$ cat src/rtl/tpx3_rx_pkg.sv
// Shared constants and types for the 8b/10b receive path.
package tpx3_rx_pkg;

  localparam int SYM_W = 10;

  // K28.5 in both running disparities, bit0 = first bit on the wire
  localparam logic [SYM_W-1:0] K285P = 10'b0101111100;
  localparam logic [SYM_W-1:0] K285N = 10'b1010000011;

  typedef enum logic [1:0] {
    ST_HUNT   = 2'd0,
    ST_VERIFY = 2'd1,
    ST_LOCKED = 2'd2
  } align_state_t;

  function automatic logic is_k285(input logic [SYM_W-1:0] s);
    return (s == K285P) || (s == K285N);
  endfunction

endpackage

$ cat src/rtl/rx_comma_detect.sv
// Serial-in shift register with a comma compare on the freshly shifted window.
module rx_comma_detect
  import tpx3_rx_pkg::*;
(
  input  logic             CLK,
  input  logic             RESET,
  input  logic             rx_bit,
  output logic [SYM_W-1:0] sr,
  output logic [SYM_W-1:0] sym,
  output logic             comma
);

  // Window as it will look after this edge; the FSM acts on it in the same edge.
  assign sym   = {rx_bit, sr[SYM_W-1:1]};
  assign comma = is_k285(sym);

  // Shift one bit per edge, newest bit enters at the MSB.
  always_ff @(posedge CLK) begin
    if (RESET) sr <= '0;
    else       sr <= sym;
  end

endmodule

$ cat src/rtl/rx_word_align.sv
// Comma-based word aligner: HUNT -> VERIFY -> LOCKED, emits one symbol per 10 bits.
module rx_word_align
  import tpx3_rx_pkg::*;
#(
  parameter int LOCK_COUNT   = 4,
  parameter int UNLOCK_COUNT = 3
) (
  input  logic             CLK,
  input  logic             RESET,
  input  logic             RX_BIT,
  output logic [SYM_W-1:0] DATA_OUT,
  output logic             DATA_VALID,
  output logic             IS_COMMA,
  output logic             LOCKED,
  output logic [7:0]       LOSS_CNT
);

  logic [SYM_W-1:0] sr, sym;
  logic             comma;

  align_state_t state, state_n;
  logic [3:0]   cnt, cnt_n;
  logic [7:0]   good, good_n, miss, miss_n;
  logic         pend, pend_n, loss_inc, bnd;

  rx_comma_detect u_det (
    .CLK    (CLK),
    .RESET  (RESET),
    .rx_bit (RX_BIT),
    .sr     (sr),
    .sym    (sym),
    .comma  (comma)
  );

  // Edge where the phase counter sits at 9 closes a symbol.
  assign bnd = (cnt == 4'd9);

  // Next-state, counter and emit decisions.
  always_comb begin
    state_n  = state;
    cnt_n    = bnd ? 4'd0 : cnt + 4'd1;
    good_n   = good;
    miss_n   = miss;
    pend_n   = 1'b0;
    loss_inc = 1'b0;
    case (state)
      ST_HUNT: begin
        if (comma) begin
          cnt_n   = 4'd0;
          good_n  = 8'd1;
          state_n = ST_VERIFY;
        end
      end
      ST_VERIFY: begin
        if (comma) begin
          if (bnd) begin
            good_n = good + 8'd1;
            if (good + 8'd1 == 8'(LOCK_COUNT)) begin
              state_n = ST_LOCKED;
              miss_n  = 8'd0;
            end
          end else begin
            // comma off-phase: restart the count from this new phase
            cnt_n  = 4'd0;
            good_n = 8'd1;
          end
        end
      end
      ST_LOCKED: begin
        // the symbol just completed is presented one edge later
        pend_n = bnd;
        if (comma) begin
          if (bnd) begin
            miss_n = 8'd0;
          end else if (miss + 8'd1 == 8'(UNLOCK_COUNT)) begin
            state_n  = ST_HUNT;
            miss_n   = 8'd0;
            good_n   = 8'd0;
            loss_inc = 1'b1;
          end else begin
            // phase is kept; only repeated misses drop lock
            miss_n = miss + 8'd1;
          end
        end
      end
      default: state_n = ST_HUNT;
    endcase
  end

  // State, counters and registered outputs.
  always_ff @(posedge CLK) begin
    if (RESET) begin
      state      <= ST_HUNT;
      cnt        <= 4'd0;
      good       <= 8'd0;
      miss       <= 8'd0;
      pend       <= 1'b0;
      DATA_OUT   <= '0;
      DATA_VALID <= 1'b0;
      IS_COMMA   <= 1'b0;
      LOCKED     <= 1'b0;
      LOSS_CNT   <= 8'd0;
    end else begin
      state      <= state_n;
      cnt        <= cnt_n;
      good       <= good_n;
      miss       <= miss_n;
      pend       <= pend_n;
      DATA_VALID <= pend;
      if (pend) begin
        DATA_OUT <= sr;
        IS_COMMA <= is_k285(sr);
      end
      LOCKED <= (state_n == ST_LOCKED);
      if (loss_inc && (LOSS_CNT != 8'hFF)) LOSS_CNT <= LOSS_CNT + 8'd1;
    end
  end

endmodule

$ cat config.mk
export PLATFORM = sky130hd
export DESIGN_NAME = rx_word_align
export DESIGN_NICKNAME = d
export VERILOG_FILES = /design/src/rtl/tpx3_rx_pkg.sv /design/src/rtl/rx_comma_detect.sv /design/src/rtl/rx_word_align.sv
export SDC_FILE = /design/constraint.sdc
export NUM_CORES = 1
export LEC_CHECK = 0
export ABC_AREA = 1
export CAP_MARGIN = 30
export CORE_MARGIN = 3
export CORE_UTILIZATION = 45
export DETAILED_ROUTE_END_ITERATION = 12
export PLACE_DENSITY = 0.74
export SLEW_MARGIN = 30
export SYNTH_ARGS = -nofsm -noshare
export SYNTH_HDL_FRONTEND = slang
export SYNTH_SLANG_ARGS = --single-unit
$ cat constraint.sdc
create_clock -name CLK -period 2.7 [get_ports CLK]
set_input_delay 0.27 -clock CLK [delete_from_list [all_inputs] [get_ports CLK]]
set_output_delay 0.27 -clock CLK [all_outputs]
set_load 0.03 [all_outputs]
==> metrics.md, run 1 <==
| Metric | Value |
|---|---|
| Max-slew violation count | 0 |
| Clock Sinks | between 50 and 60 |
| Hold Path Depth | 2 |
| Synthesized area per cell | 6.95 µm² |
| Flop2flop setup slack | 0.78 ns |
| Seq cells post-synth | 54 |
| Initial Utilization | 0.471 |
| CP Max Fanout | 9 |
| Fraction of final layout cells sized beyond drive strength 1 | 0.0956 |
| Status | finished clean |
| Fillers | 596 |
| Pin count of the biggest net entering global routing | 31 |
| CP Capture Type | flop |
| Met1 usage | 0.225 |
| Worst skew pair latency | roughly 0.30 ns |
| Most frequent cells in the layout | nand2_1 (91), nor2_1 (66), dfxtp_1 (54), inv_1 (44), a21oi_1 (27) |
| EDFF count, synth | 0 |
| Cell Area, Synth | 0.00282 mm² |
| Worst hold-check path type | flop to flop |
| CTS Buf Count | 5 |
| Endpoint with the worst hold slack | u_det.sr[6] |
| Fin nets | 441 |
| Worst hold start | u_det.sr[7] |
| Critical Path Max Stage Delay | about 0.40 ns |
| Peak Freq | between 500 and 600 MHz |
| I/O pin count | 24 |
| Syn Inst Count | 406 |
| RD Place Congestion | 0.826 |
| Crit path max-delay cell type | dfxtp_1 |
| Leak | 0.00130 µW |
| RSZ-0062 raised after global routing | false |
| GRT overflow | 0 |
| Drt initial violations | 115 |
| Number of post-CTS setup repair buffers | 0 |
| TritonCTS clock tree | done |
| Setup ws final | 0.776 ns |
| Hold-fix buffers at CTS | 0 |
| Placed cells | approximately 500 |
| CP dominant cell by count | nand2_1 |
| Rows | 28 |
| DP Wirelength | about 4.2 mm |
| Total GRT Usage | 0.167 |
| Cell Pwr Density | 408 mW/mm² |
| Relative slew slack | 0.577 |
| Setup CP Type | flop to flop |
| N_diodes | 0 |
| Critical path, cell by cell | ha_1 -> nand3_1 -> nand2_1 -> nand2_1 -> nor2_1 -> nand2_1 -> nor2_2 -> nand2_2 -> inv_2 -> nand3_4 -> nand2_1 -> nand2_1 -> nor2_1 |
| Crit path required time | just under 3 ns |
| Chip Width | between 80 and 90 µm |
| Clock root buffer master | clkbuf_8 |
| Final worst path period need | 1.92 ns |
| Post-CTS resize count | 0 |
| Setup violations, final | 0 |
| WL/cell | 11.5 µm |
| Non-filler instance count after layout | 504 |
| Met2 usage | 0.286 |
| Worst Tran Pin Value | 0.634 ns |
| Global-route wire length before repair | 10.1 mm |
| Core ar. | around 0.006 mm² |
| Final Hold Viols | 0 |
| Register area | 0.00108 mm² |
| Critical path arrival | 2.17 ns |
| Total Wirelength | 5.79 mm |
| Fin Clk Skew | around 0.0043 ns |
| Maxcap violations | 0 |
| Number of remaining DRC errors | 0 |
| FF-to-FF path depth | 13 |
| Die Area | 0.00726 mm² |
| FFs w/ async S/R, synth | 0 |
| Vias in the first global route | 2315 |
| Drt pass-1 iters | 4 |
| Synth Net Count | 419 |
| Post-route setup TNS | 0 ns |
| Max VDD drop | 0.311 mV |
| Yosys cell types | 30 |
| Top Family by Delay on Critical Path | simple AND/OR/NAND/NOR gates |
| M3 GR Usage | 0.0243 |
| Grt peak-use layer | met2 |
| Clk buf depth | 2 |
| Post-place setup slack | 0.647 ns |
| Worst R2R End | LOSS_CNT[1] |
| Height of the die | 85.2 µm |
| H-tree depth | 2 |
| CP bufs+invs | 1 |
| Via count | 2518 |
| ANT nets after route | 0 |
| Port Buffers | 23 |
| Most common cell after layout, fill and taps aside | nand2_1 |
| Critical R2R Launch | miss[1] |
| Main synth FF type | dfxtp_1 |
| Layout area overhead | 13.4% |
| Seq/Total Area, Yosys | 0.383 |
| Yosys warns | 0 |
| Worst-path clk slew | 0.10 ns |
| Via density | about 5 |
| Area occupied by multi-input gates | 0.00151 mm² |
| CP Launch Type | flop |
| Tot Pwr | 1310 µW |
| Antenna violations before repair | 0 |
| Period utilization | 0.713 |
[logic make-up after synthesis]
group,count (synthesis),synth area share
flops,54,0.383
compound gates,50,0.0997
xor+xnor,14,0.0434
fa+ha+maj,10,0.0443
buf+inv,59,0.0820
simple gates,219,0.348
[layer usage]
metal	wire length (µm)	part of all wire
met5	0	0
met4	33	0.0057
met3	218	0.038
met2	2710	0.47
met1	2820	0.49
[worst max path at each step]
| stage | start | end | slack (ns) | cells after the start |
|---|---|---|---|---|
| 2_1_floorplan | LOSS_CNT[0] | LOSS_CNT[1] | 1.02 | 8 |
| 3_5_place_dp | RX_BIT | miss[0] | 0.65 | 10 |
| 5_1_grt | miss[0] | LOSS_CNT[1] | 0.53 | 13 |
| 3_3_place_gp | RX_BIT | LOCKED | 0.69 | 10 |
| 6_report | miss[1] | LOSS_CNT[1] | 0.78 | 13 |
| 4_1_cts | miss[0] | LOSS_CNT[1] | 0.78 | 13 |
[cell type report]
class | instances | area share
Tap cell | 75 | 0.0293
Timing Repair Buffer | 24 | 0.0742
Multi-Input combinational cell | 293 | 0.472
Inverter | 50 | 0.0586
Sequential cell | 54 | 0.338
Clock inverter | 3 | 0.00703
Clock buffer | 5 | 0.0215
[state kept, by name, indices dropped and copies added, names as in the netlist]
signal and count:
miss 8, state 2, IS_COMMA 1, good 8, u_det.sr 10, DATA_VALID 1, pend 1, LOCKED 1
LOSS_CNT 8, DATA_OUT 10, cnt 4
[cells in the mapped netlist (all sizes together) (2+ instances only)]
library cell | n | area, µm²
a211oi | 2 | 15.0
a21oi | 28 | 151
buf | 5 | 28.8
clkbuf | 4 | 15.0
dfxtp | 54 | 1080
ha | 10 | 125
inv | 49 | 184
nand2 | 100 | 403
nand3 | 25 | 153
nand3b | 2 | 15.0
nand4 | 12 | 75.1
nor2 | 76 | 315
nor3 | 4 | 20.0
o21ai | 19 | 103
xnor2 | 5 | 43.8
xor2 | 9 | 78.8
[report_power, final]
group | switching (µW) | internal [µW] | total [µW]
logic | 22.1 | 11.0 | 33.1
registers | 5.30 | 802 | 807
clock network | 278 | 188 | 467
total | 306 | 1000 | 1310
[through the flow]
stage / cell area [µm²] / utilization / hold slack [ns]
6_report: 3200 / 0.534 / 0.466
5_1_grt: 3200 / 0.534 / 0.507
4_1_cts: 3200 / 0.534 / 0.470
3_5_place_dp: 3110 / 0.519 / 0.455
3_3_place_gp: 3110 / 0.519 / 0.446
2_1_floorplan: 2820 / - / 0.395
[worst register-to-register path, cell delays in order (launching register included)]
cell and delay (ns):
dfxtp_1 0.40, ha_1 0.24, nand3_1 0.13, nand2_1 0.09, nand2_1 0.07, nor2_1 0.09, nand2_1 0.08, nor2_2 0.12
nand2_2 0.09, inv_2 0.16, nand3_4 0.15, nand2_1 0.10, nand2_1 0.05, nor2_1 0.09
Power figures use the tool's default switching activity.
==> run 2: changes to the inputs <==
--- a/config.mk
+++ b/config.mk
@@ -10,7 +10,7 @@
 export CORE_MARGIN = 3
 export CORE_UTILIZATION = 45
 export DETAILED_ROUTE_END_ITERATION = 12
-export PLACE_DENSITY = 0.74
+export PLACE_DENSITY = 0.76
 export SLEW_MARGIN = 30
 export SYNTH_ARGS = -nofsm -noshare
 export SYNTH_HDL_FRONTEND = slang
==> constraint.sdc (replaced) <==
create_clock -name CLK -period 1.7 [get_ports CLK]
set_input_delay 0.17 -clock CLK [delete_from_list [all_inputs] [get_ports CLK]]
set_output_delay 0.17 -clock CLK [all_outputs]
set_load 0.03 [all_outputs]
==> metrics.md, run 2 (synthesis gave the netlist of run 1 again) <==
| Metric | Value |
|---|---|
| Most common cell after layout, fill and taps aside | nand2_1 (unchanged) |
| Clock root buffer master | clkbuf_8 (unchanged) |
| Max VDD drop | 0.613 mV (was 0.311 mV) |
| Worst skew pair latency | 0.30 ns (about the same) |
| Cell Pwr Density | 571 mW/mm² (was 408 mW/mm²) |
| Period utilization | 1.01 (was 0.713) |
| H-tree depth | 2 (unchanged) |
| Final worst path period need | 1.72 ns (was 1.92 ns) |
| Critical path arrival | 1.97 ns (was 2.17 ns) |
| Port Buffers | 23 (unchanged) |
| Core ar. | 0.00599 mm² (unchanged) |
| RSZ-0062 raised after global routing | true (was false) |
| Drt initial violations | 156 (was 115) |
| Setup violations, final | 10 (was 0) |
| Final Hold Viols | 0 (unchanged) |
| Status | finished with violations (was finished clean) |
| Relative slew slack | 0.554 (was 0.577) |
| Fin nets | 479 (was 441) |
| Seq pwr share | 0.579 (was 0.618) |
| I/O pin count | 24 (unchanged) |
| Peak Freq | 582 MHz (was 520 MHz) |
| Maxcap violations | 0 (unchanged) |
| Drt pass-1 iters | 4 (unchanged) |
| Worst R2R End | miss[6] (was LOSS_CNT[1]) |
| Vias in the first global route | 2589 (was 2315) |
| Setup ws final | -0.0182 ns (was 0.776 ns) |
| Hold Path Depth | 2 (unchanged) |
| Post-route setup TNS | -0.0959 ns (was 0 ns) |
| Utilization after layout | 0.648 (was 0.534) |
| Die Area | 0.00726 mm² (unchanged) |
| Chip Width | 85.2 µm (unchanged) |
| Fillers | 474 (was 596) |
| GRT overflow | 0 (unchanged) |
| Worst hold start | u_det.sr[7] (unchanged) |
| Failing checks | negative setup slack |
| Area occupied by multi-input gates | 0.00186 mm² (was 0.00151 mm²) |
| Tot Pwr | 2210 µW (was 1310 µW) |
| CTS Buf Count | 5 (unchanged) |
| Most frequent cells in the layout | nand2_1 (71), nor2_1 (54), dfxtp_1 (42), inv_1 (38), buf_4 (31) (was nand2_1 (91), nor2_1 (66), dfxtp_1 (54), inv_1 (44), a21oi_1 (27)) |
| Critical R2R Launch | good[4] (was miss[1]) |
| Max-slew violation count | 0 (unchanged) |
| Hold-fix buffers at CTS | 0 (unchanged) |
| Endpoint with the worst hold slack | u_det.sr[6] (unchanged) |
| Rows | 28 (unchanged) |
| Sw power | 475 µW (was 306 µW) |
| Largest regs | DATA_OUT (10), u_det.sr (10) (unchanged) |
| RD Place Congestion | 0.863 (was 0.826) |
| Height of the die | 85.2 µm (unchanged) |
| Gate power share | 0.030 (was 0.025) |
| Clk buf depth | 2 (unchanged) |
| Via density | 5.08 (was 5.00) |
| Layout area overhead | 37.5% (was 13.4%) |
| Initial Utilization | 0.471 (unchanged) |
| Flop2flop setup slack | -0.02 ns (was 0.78 ns) |
| Worst-path clk slew | 0.10 ns (about the same) |
| Fraction of final layout cells sized beyond drive strength 1 | 0.317 (was 0.0956) |
| WL/cell | 13.3 µm (was 11.5 µm) |
| DP Wirelength | 4.33 mm (was 4.19 mm) |
| Number of remaining DRC errors | 0 (unchanged) |
| Register area | 0.00110 mm² (was 0.00108 mm²) |
| Worst hold-check path type | flop to flop (unchanged) |
| Pin count of the biggest net entering global routing | 31 (unchanged) |
| Clock Sinks | 54 (unchanged) |
| Total Wirelength | 7.23 mm (was 5.79 mm) |
| CP Launch Type | flop (unchanged) |
| Crit path required time | 1.95 ns (was 2.95 ns) |
| FF-to-FF path depth | 12 (was 13) |
| CP Max Fanout | 6 (was 9) |
| Via count | 2754 (was 2518) |
| Cell internal pwr | 1740 µW (was 1000 µW) |
| Antenna violations before repair | 0 (unchanged) |
| Clock share of power | 0.391 (was 0.357) |
| TritonCTS clock tree | done (unchanged) |
| Leak | 0.00157 µW (was 0.00130 µW) |
| N_diodes | 0 (unchanged) |
| Post-place setup slack | -0.192 ns (was 0.647 ns) |
| Total GRT Usage | 0.192 (was 0.167) |
| ANT nets after route | 0 (unchanged) |
| Global-route wire length before repair | 11.6 mm (was 10.1 mm) |
| Fin Clk Skew | 0.00330 ns (was 0.00429 ns) |
| CP Capture Type | flop (unchanged) |
| Sw Share | 0.214 (was 0.234) |
| Worst Tran Pin Value | 0.669 ns (was 0.634 ns) |
| Setup CP Type | flop to flop (unchanged) |
## run 2: changes by cell type in the layout (fill, tap and decap cells not counted), sizes merged, moves of 2 or more
cell | previous run | this run
buf | 1 | 35
nand2 | 100 | 102
dlymetal6s2s | 0 | 2
clkinvlp | 0 | 2
inv | 51 | 49
clkdlybuf4s50 | 23 | 21
## run 2: what timing repair did
item / CTS / global route
setup buffers: 5 / 4
pin swaps: 13 / 27
setup endpoints to repair: 25 / 29
gates cloned: 3 / 1
resized for setup: 32 / 74
endpoints found under the hold margin: 0 / 0
## run 2: worst max-delay path by stage
| stage | startpoint | to | cells after the start |
|---|---|---|---|
| final | good[4] | miss[6] | 12 |
| after global routing | good[4] | miss[5] | 12 |
| after CTS | good[1] | LOCKED | 12 |
| after detailed placement | RX_BIT | good[0] | 13 |
| after global placement | RX_BIT | good[0] | 13 |
| after floorplan | LOSS_CNT[0] | LOSS_CNT[1] | 8 |
## run 2: layout make-up
| cell class | instances | share of cell area |
|---|---|---|
| clock buffers | 6 | 0.0187 |
| clock inverters | 2 | 0.00967 |
| inverters | 50 | 0.0510 |
| multi-input cells | 296 | 0.479 |
| flip-flops and latches | 54 | 0.283 |
| well taps | 75 | 0.0242 |
| repair buffers | 58 | 0.132 |
| repair inverters | 1 | 0.00193 |
## run 2: routing by layer
layer  wire length (µm)  share of wire  GRT usage
met2               3610           0.50      0.310
met4                 74          0.010     0.0619
met3                399          0.055     0.0427
met1               3140           0.44      0.255
met5                  0              0          0
## run 2: per-stage QoR
| step | hold slack [ns] | cells | cell area, µm² |
|---|---|---|---|
| 3_5_place_dp | 0.448 | 523 | 3310 |
| 3_3_place_gp | 0.446 | 523 | 3310 |
| 6_report | 0.458 | 542 | 3880 |
| 5_1_grt | 0.467 | 542 | 3880 |
| 2_1_floorplan | 0.295 | 406 | 2820 |
| 4_1_cts | 0.451 | 539 | 3610 |
## run 2: power groups by stage
stage / Sequential (µW) / Combinational (µW) / Clock, µW
floorplan: 1310 / 37.4 / 0
global placement: 1310 / 59.6 / 0
detailed placement: 1310 / 61.2 / 0
CTS: 1280 / 61.4 / 875
global route: 1280 / 76.6 / 929
finish: 1280 / 67.4 / 865
## run 2: worst max-delay path: stages, from the launching register on
cell and delay [ns]:
dfxtp_1 0.45, nand2_1 0.12, nor2_2 0.18, nand2_2 0.07, nand2_2 0.07, nand2_2 0.06
nor2_4 0.14, nand3_2 0.11, nand2_2 0.11, nand3_4 0.11, nand2_1 0.09, nand2_1 0.04
nor2_1 0.12
